`src/rtl/modulo_escalonador_pkg.sv`:
```
// rtl/modulo_escalonador_pkg.sv - shared types, default widths and the wrap-around arbiter search
package modulo_escalonador_pkg;

  typedef enum logic [1:0] {
    IDLE  = 2'd0,
    LOAD  = 2'd1,
    COUNT = 2'd2,
    DONE  = 2'd3
  } state_t;

  localparam int N_REQ_DEF = 4;
  localparam int CNT_W_DEF = 8;
  localparam int DIV_W_DEF = 20;

  // First set bit of vec[n-1:0] scanning upward from ptr with wrap; returns ptr if vec is empty.
  function automatic logic [2:0] first_set_from(input logic [7:0] vec, input logic [2:0] ptr,
                                                input int n);
    logic [2:0] w_res;
    logic [3:0] w_idx;
    logic       w_found;
    w_res   = ptr;
    w_found = 1'b0;
    for (int i = 0; i < 8; i++) begin
      w_idx = {1'b0, ptr} + 4'(i);
      if (w_idx >= 4'(n)) w_idx = w_idx - 4'(n);
      if (i < n && !w_found && vec[w_idx[2:0]]) begin
        w_res   = w_idx[2:0];
        w_found = 1'b1;
      end
    end
    return w_res;
  endfunction

endpackage

```
`src/rtl/modulo_prescaler_tick.sv`:
```
// rtl/modulo_prescaler_tick.sv - free-running prescaler producing a registered one-cycle tick
module modulo_prescaler_tick
  import modulo_escalonador_pkg::*;
#(
  parameter int DIV_W = DIV_W_DEF
) (
  input  logic       clk,
  input  logic       clr,
  input  logic [4:0] tap_sel,
  output logic       tick
);

  logic [DIV_W-1:0] r_pre;
  logic             r_tick;
  logic [4:0]       w_tap;
  logic [DIV_W-1:0] w_mask;

  assign w_tap = (int'(tap_sel) >= DIV_W) ? 5'(DIV_W - 1) : tap_sel;

  // Low (tap+1) bits all ones marks the last cycle of a 2^(tap+1) period.
  always_comb begin
    w_mask = '0;
    for (int i = 0; i < DIV_W; i++) w_mask[i] = (5'(i) <= w_tap);
  end

  always_ff @(posedge clk or negedge clr) begin
    if (!clr) begin
      r_pre  <= '0;
      r_tick <= 1'b0;
    end else begin
      r_pre  <= r_pre + DIV_W'(1);
      r_tick <= ((r_pre & w_mask) == w_mask);
    end
  end

  assign tick = r_tick;

endmodule

```
`src/rtl/modulo_escalonador_temporizador.sv`:
```
// rtl/modulo_escalonador_temporizador.sv - shared timed down-counter with arbiter; MODULO_ESCALONADOR_PRIO_FIXA_EN selects fixed priority
module modulo_escalonador_temporizador
  import modulo_escalonador_pkg::*;
#(
  parameter int N_REQ = N_REQ_DEF,
  parameter int CNT_W = CNT_W_DEF,
  parameter int DIV_W = DIV_W_DEF
) (
  input  logic                   clk,
  input  logic                   clr,
  input  logic [4:0]             tap_sel,
  input  logic [N_REQ-1:0]       req,
  input  logic [N_REQ*CNT_W-1:0] dur,
  output logic [N_REQ-1:0]       gnt,
  output logic [N_REQ-1:0]       done,
  output logic                   busy,
  output logic                   tick
);

  state_t           r_state;
  logic [2:0]       r_sel;
  logic [CNT_W-1:0] r_cnt;
  logic [N_REQ-1:0] r_gnt;
  logic [N_REQ-1:0] r_done;
  logic             r_busy;

  logic             w_tick;
  logic [2:0]       w_pick;
  logic [7:0]       w_req8;
  logic             w_req_held;
  logic [CNT_W-1:0] w_dur_sel;

  modulo_prescaler_tick #(.DIV_W(DIV_W)) u_prescaler (
    .clk     (clk),
    .clr     (clr),
    .tap_sel (tap_sel),
    .tick    (w_tick)
  );

  assign w_req8 = 8'(req);

`ifdef MODULO_ESCALONADOR_PRIO_FIXA_EN
  assign w_pick = first_set_from(w_req8, 3'd0, N_REQ);
`else
  logic [2:0] r_rr_ptr;
  logic [2:0] w_sel_nxt;
  assign w_pick    = first_set_from(w_req8, r_rr_ptr, N_REQ);
  assign w_sel_nxt = (r_sel == 3'(N_REQ - 1)) ? 3'd0 : r_sel + 3'd1;
`endif

  // r_gnt is one-hot on r_sel, so this is req[r_sel] without an out-of-range index.
  assign w_req_held = |(req & r_gnt);
  assign w_dur_sel  = dur[int'(r_sel)*CNT_W +: CNT_W];

  always_ff @(posedge clk or negedge clr) begin
    if (!clr) begin
      r_state <= IDLE;
      r_sel   <= 3'd0;
      r_cnt   <= '0;
      r_gnt   <= '0;
      r_done  <= '0;
      r_busy  <= 1'b0;
`ifndef MODULO_ESCALONADOR_PRIO_FIXA_EN
      r_rr_ptr <= 3'd0;
`endif
    end else begin
      case (r_state)
        IDLE: begin
          if (req != '0) begin
            r_sel   <= w_pick;
            r_gnt   <= N_REQ'(1) << w_pick;
            r_busy  <= 1'b1;
            r_state <= LOAD;
          end
        end
        LOAD: begin
          r_cnt <= w_dur_sel;
          if (w_dur_sel == '0) begin
            r_done  <= r_gnt;
            r_state <= DONE;
          end else begin
            r_state <= COUNT;
          end
        end
        COUNT: begin
          // A dropped request beats a coincident tick: no done is issued.
          if (!w_req_held) begin
            r_gnt   <= '0;
            r_busy  <= 1'b0;
            r_state <= IDLE;
`ifndef MODULO_ESCALONADOR_PRIO_FIXA_EN
            r_rr_ptr <= w_sel_nxt;
`endif
          end else if (w_tick && r_cnt != '0) begin
            r_cnt <= r_cnt - CNT_W'(1);
            if (r_cnt == CNT_W'(1)) begin
              r_done  <= r_gnt;
              r_state <= DONE;
            end
          end
        end
        DONE: begin
          r_done  <= '0;
          r_gnt   <= '0;
          r_busy  <= 1'b0;
          r_state <= IDLE;
`ifndef MODULO_ESCALONADOR_PRIO_FIXA_EN
          r_rr_ptr <= w_sel_nxt;
`endif
        end
        default: r_state <= IDLE;
      endcase
    end
  end

  assign gnt  = r_gnt;
  assign done = r_done;
  assign busy = r_busy;
  assign tick = w_tick;

endmodule

```
`config.mk`:
```
export PLATFORM = sky130hd
export DESIGN_NAME = modulo_escalonador_temporizador
export DESIGN_NICKNAME = d
export VERILOG_FILES = /design/src/rtl/modulo_escalonador_pkg.sv /design/src/rtl/modulo_prescaler_tick.sv /design/src/rtl/modulo_escalonador_temporizador.sv
export SDC_FILE = /design/constraint.sdc
export NUM_CORES = 1
export LEC_CHECK = 0
export ABC_CLOCK_PERIOD_IN_PS = 2900
export BUFFER_PORTS_ARGS = -buffer_cell sky130_fd_sc_hd__clkbuf_2
export CAP_MARGIN = 20
export CORE_MARGIN = 10
export CORE_UTILIZATION = 45
export DETAILED_ROUTE_END_ITERATION = 7
export PLACE_DENSITY = 0.73
export SYNTH_ARGS = -nofsm -noshare
export SYNTH_HDL_FRONTEND = slang
export SYNTH_HIERARCHICAL = 1
export SYNTH_SLANG_ARGS = --single-unit
```
`constraint.sdc`:
```
create_clock -name clk -period 2.9 [get_ports clk]
set_input_delay 0.29 -clock clk [delete_from_list [all_inputs] [get_ports clk]]
set_output_delay 0.29 -clock clk [all_outputs]
set_load 0.05 [all_outputs]
```
* Word-level counts from Yosys, hierarchy flattened *
Index checks and enable logic that the tools add are counted.

cells by class
  $add $sub $neg = 10
  $lt $le $gt $ge = 29
  equality and inequality tests = 14
  shifts and indexed selects = 2
  muxes and demuxes = 43
  bitwise logic cells = 2
  reduce and logical (&&, ||, !) cells = 22

operators with widths
  operator               number
  $le 4x5->1 const A     8
  $shiftx 32x7->8        1
  $mux 3                 10
  $mux 4                 6
  $pmux 4 s3             2
  $add 20x1->20 const B  1
  $and 20x20->20         1
  $eq 20x20->1           1
  $le 3x5->1 const A     4
  $le 5x5->1 const A     4
  $lt 3x4->1 const B     4
  $mux 8                 2
  $pmux 8 s2             1
  $bmux 1 s3             4
  $ge 4x3->1 const B     3
  $ne 2x2->1 const B     6
  $sub 3x3->3 const B    4
  $le 1x5->1 const A     2
  $le 2x5->1 const A     2
  $mux 1                 10
  $reduce_and 3->1       3
  $add 3x2->4 const B    2
  $eq 8x1->1 const B     1
  $logic_not 8->1        1
  26 further kinds       39

word-level totals
  register bits = 46
  logic and storage cells = 131

* Longest topological paths before layout *
  word-level depth = 17
  gate-level depth with buffers = 10

* Cells and area by module *
Netlist, hierarchy kept.

by module, submodules not included
  module                           times used  cells each  area each (sq um)  sequential area each (sq um)
  modulo_escalonador_temporizador  1           195         1866.8             625.6
  modulo_prescaler_tick            1           111         1131.1             525.5

* Worst setup path after synthesis *
No wires, ideal clock.

  kind = reg2reg
  from = register r_rr_ptr[1]
  to = register r_gnt[2], in the netlist gnt[2]
  arrival = 2320 ps
  required time = 2831 ps
  path slack = 511 ps
  cell stages (with the launch flop) = 11
  path buffers = 2
  clock period less this slack = 2389 ps
  cells stage by stage = dfrtp_1 > clkbuf_1 > inv_1 > ha_1 > buf_2 > mux2_1 > nand2_1 > nand3_2 > or3_1 > o2111ai_2 > a32o_1

on the way
  cells in the longest elaborated chain, start to end = 17
  elaborated cells on any way between the ends = 39

ends and longest elaborated chain
  item                                                                  RTL line                                RTL
  start, declared                                                       modulo_escalonador_temporizador.sv:45   logic [2:0] r_rr_ptr;
  start signal, assigned                                                modulo_escalonador_temporizador.sv:92   r_rr_ptr <= w_sel_nxt;
  start signal, assigned                                                modulo_escalonador_temporizador.sv:108  r_rr_ptr <= w_sel_nxt;
  parallel branches: the longest is 13 deep, another holds $add 3x1->4  n/a
  $mux 3 (*)                                                            modulo_escalonador_pkg.sv:26            if (i < n && !w_found && vec[w_idx[2:0]]) begin
  $shl 1x3->4 (*)                                                       modulo_escalonador_temporizador.sv:71   r_gnt <= N_REQ'(1) << w_pick;
  $mux 4 (*)                                                            modulo_escalonador_temporizador.sv:69   if (req != '0) begin
  $pmux 4 s3 (*)                                                        modulo_escalonador_temporizador.sv:67   case (r_state)
  end signal, assigned                                                  modulo_escalonador_temporizador.sv:71
  end, declared                                                         modulo_escalonador_temporizador.sv:23   logic [N_REQ-1:0] r_gnt;

Mark *: on every way between the ends. The select of a mux whose other input is x is not followed.
A chain may end at the register's enable or synchronous reset.

* Worst setup path after layout *
  from = register r_sel[0]
  to = register r_done[1], in the netlist done[1]

on the way
  cells in the longest elaborated chain, start to end = 4

ends and longest elaborated chain
  item                               RTL line                               RTL
  start, declared                    modulo_escalonador_temporizador.sv:21  logic [2:0] r_sel;
  start signal, assigned             modulo_escalonador_temporizador.sv:70  r_sel <= w_pick;
  $shiftx 32x7->8                    modulo_escalonador_temporizador.sv:53  assign w_dur_sel = dur[int'(r_sel)*CNT_W +: CNT_W];
  $logic_not 8->1                    modulo_escalonador_temporizador.sv:78  if (w_dur_sel == '0) begin
  $ne 2x2->1 (no source line)        n/a
  $reduce_and 5->1 (no source line)  n/a
  end signal, assigned               modulo_escalonador_temporizador.sv:79  r_done <= r_gnt;
  end signal, assigned               modulo_escalonador_temporizador.sv:97  r_done <= r_gnt;
  end, declared                      modulo_escalonador_temporizador.sv:24  logic [N_REQ-1:0] r_done;

Every way passes these cells.

==> impl_metrics.csv <==
group,metric,value,unit
cells_and_area,mostFrequentLayoutCells,"52 x clkbuf_2, 46 x dfrtp_1, 30 x nor2_1",
power_and_ir_drop,power_density,865,nW/um^2
worst_setup_path,crit_start,"r_sel[0]",
worst_setup_path,critPathRequiredTime,3080,ps
synth,synth_top_flop_cell,"dfrtp_1",
synth,synth_top_area_share,38.4,%
global_route,grt_overflow,0,
clock_tree,post-cts-setup-buffer-count,0,
run,cap_violations,0,
timing,rsz0062_at_grt,"no",
synth,synth_area,3000,um^2
worst_setup_path,worst-r2r-setup-slack,450,ps
place,portBuffers,52,
synth,synth_top_family_by_area,"simple AND/OR/NAND/NOR gates",
route,drt_iter0_markers,110,
worst_setup_path,worstPathArrival,2630,ps
die,dieArea,10300,um^2
route,drt-wirelength-per-cell,16.5,um
worst_setup_path,reg2reg_depth,5,
route,drt_first_pass_iters,4,
worst_setup_path,end_kind,"flip-flop",
synth,syn_avg_cell_area,9.80,um^2
timing,period_needed,2450,ps
clock_tree,postCtsHoldBufs,0,
worst_setup_path,crit_fanout,11,
clock_tree,cts.sink_count,46,
power_and_ir_drop,design_power_total,2960,uW
worst_setup_path,critPathKind,"flip-flop to flip-flop",
die,core,6420,um^2
route,routed_via_density,5.93,
route,vias,2579,
timing,slew_headroom,50.1,%
clock_tree,htree_levels,2,
timing,setup_viol,0,
synth,synth-edff-count,0,
global_route,grt_pass1_wl,12.2,mm
power_and_ir_drop,ir_drop,287,uV
cells_and_area,syn_to_final_growth,14.3,%
place,hpwl,5.54,mm
timing,clock_skew,8.71,ps
timing,hold_violations,0,
clock_tree,numCtsBuffers,5,
synth,synth-adder-area-share,2.50,%
cells_and_area,nFillCells,581,
route,antenna_left,0,
clock_tree,clkLatencyLatePin,290,ps
cells_and_area,n_antenna_cell,0,
cells_and_area,multi_input_area,1740,um^2
power_and_ir_drop,leakage,0.00147,uW
route,totalWireLength,7.17,mm
synth,synth-compound-area-share,19.4,%
die,placementRows,29,
synth,synth_top_cell_by_area,"dfrtp_1",
synth,async_reset_ff_share,100,%
global_route,track_usage,14.0,%
cells_and_area,regArea,1150,um^2
timing,maxSlewViolCount,0,
cells_and_area,final_util,53.3,%
synth,synthMuxAreaShare,10.1,%
route,drc,0,
synth,synthTopCellsByArea,"dfrtp_1 38%, mux4_2 5.3%, xnor2_1 4.4%, nor2_1 3.8%, nand2_1 3.3%",
synth,ys_seq_area_share,38.4,%
global_route,grt_pass1_vias,2525,
synth,mappedNetlistNets,355,
cells_and_area,final_common_cell,"clkbuf_2",
worst_setup_path,slowest_stage,"dfrtp_1",
worst_setup_path,critPathLaunchType,"flip-flop",
hold_path,hp-class,"input port to asynchronous set/reset pin",
timing,setup_tns,0,ps
clock_tree,cts-root-buf,"clkbuf_8",
clock_tree,cts_resized,0,
synth,synth-simple-area-share,20.3,%
synth,synth_cell_type_count,62,
clock_tree,cts_tree,"yes",
global_route,grt_max_degree,30,
place,gp_congestion,0.912,
clock_tree,clk_pin_slew,90,ps
die,die_h,102,um
synth,postSynthCellCount,306,
timing,tightest_slew,748,ps
synth,ys_ff_latch,46,
synth,synth-xor-area-share,5.84,%
worst_setup_path,cp-endpoint,"done[1]",
run_status,outcome,"finished, final reports clean",
cells_and_area,drive_gt1_share,24.3,%
timing,fmax,409,MHz
synth,ys_warn_count,6,
global_route,antenna_found_initial,0,
timing,fin_crit_sh,84.3,%
cells_and_area,finalNetCount,406,
worst_setup_path,slowest_delay,680,ps
worst_setup_path,regToRegEndpoint,"done[1]",
die,start_util,46.7,%
worst_setup_path,crit_path_cell_trace,"mux4_2 > nor4_2 > nand2_1 > and3_1 > a221o_1",
clock_tree,clockBufferDepth,2,
worst_setup_path,r2r_start,"r_sel[0]",
die,io_pins,53,
die,die_width,102,um
## worst min path at each step
| stage | from | end | slack [ps] |
|---|---|---|---|
| 6_report | clr | done[1] | 50 |
| 4_1_cts | clr | r_cnt[0] | 60 |
| 3_3_place_gp | clr | gnt[0] | 380 |
| 5_1_grt | clr | done[1] | 100 |
| 3_5_place_dp | clr | done[1] | 390 |
| 2_1_floorplan | clr | busy | -6 |
## area by class of cell
| type | count | share of cell area (%) |
|---|---|---|
| clock buffer | 7 | 2.23 |
| clock inverter | 1 | 0.877 |
| inverter | 8 | 0.877 |
| multi-input combinational | 239 | 50.9 |
| sequential | 46 | 33.6 |
| tap | 77 | 2.81 |
| timing repair buffer | 57 | 8.69 |
## metrics by stage
stage	cell area (um^2)	setup slack, ps	hold WS [ps]	instances
6_report	3430	455	46.2	435
5_1_grt	3430	225	101	435
4_1_cts	3430	422	63.7	435
3_5_place_dp	3320	435	388	427
3_3_place_gp	3320	488	379	427
2_1_floorplan	3000	511	-5.59	306
## worst max-delay path, delay by kind of cell (launching register included)
family	cells	cell delay (ps)
AO/OA/AOI/OAI	1	250
AND/OR/NAND/NOR	3	800
flip-flops	1	680
multiplexers	1	590
## cells in the mapped netlist, types with 2 or more instances
library cell / count
nor3b_1: 3
nor3_1: 7
o21ai_1: 14
mux4_1: 2
mux4_2: 7
nor4_1: 6
xnor2_1: 15
a22oi_1: 7
mux2i_1: 6
a221oi_1: 2
a211oi_1: 3
nand2_1: 26
a21oi_1: 13
dfrtp_1: 46
mux2_1: 2
nor2_1: 30
buf_2: 4
nor2b_1: 5
clkbuf_1: 5
xor2_1: 5
a32o_1: 2
inv_1: 7
buf_6: 2
a221o_1: 4
and3_1: 4
o21bai_1: 2
o31ai_1: 4
ha_1: 6
nand2b_1: 5
o21ai_2: 3
nor4_2: 3
or3_1: 2
o21ai_0: 10
nand4_1: 6
and2_1: 3
o211ai_1: 3
nand3_1: 7
## registers in the layout (all words and copies together) (netlist names)
name	count
done	4
r_sel	3
gnt	4
r_rr_ptr	3
u_prescaler/tick	1
busy	1
r_state	2
r_cnt	8
u_prescaler/r_pre	20
## metal layers
layer | up-vias | GRT usage [%] | wire [um]
met3 | 11 | 3.81 | 457
li1 | 1252 | - | -
met1 | 1244 | 18.2 | 3220
met5 | - | 0 | 0
met4 | 0 | 3.08 | 111
met2 | 72 | 22.8 | 3380
## power by group
group / internal, uW / switching [uW]
registers: 791 / 188
clock network: 258 / 209
logic: 630 / 887
## kinds of logic after synthesis
family / count (synthesis)
xor+xnor: 20
flops: 46
fa+ha+maj: 6
compound gates: 80
mux: 18
simple gates: 115
buf+inv: 21
Power figures use the tool's default switching activity.
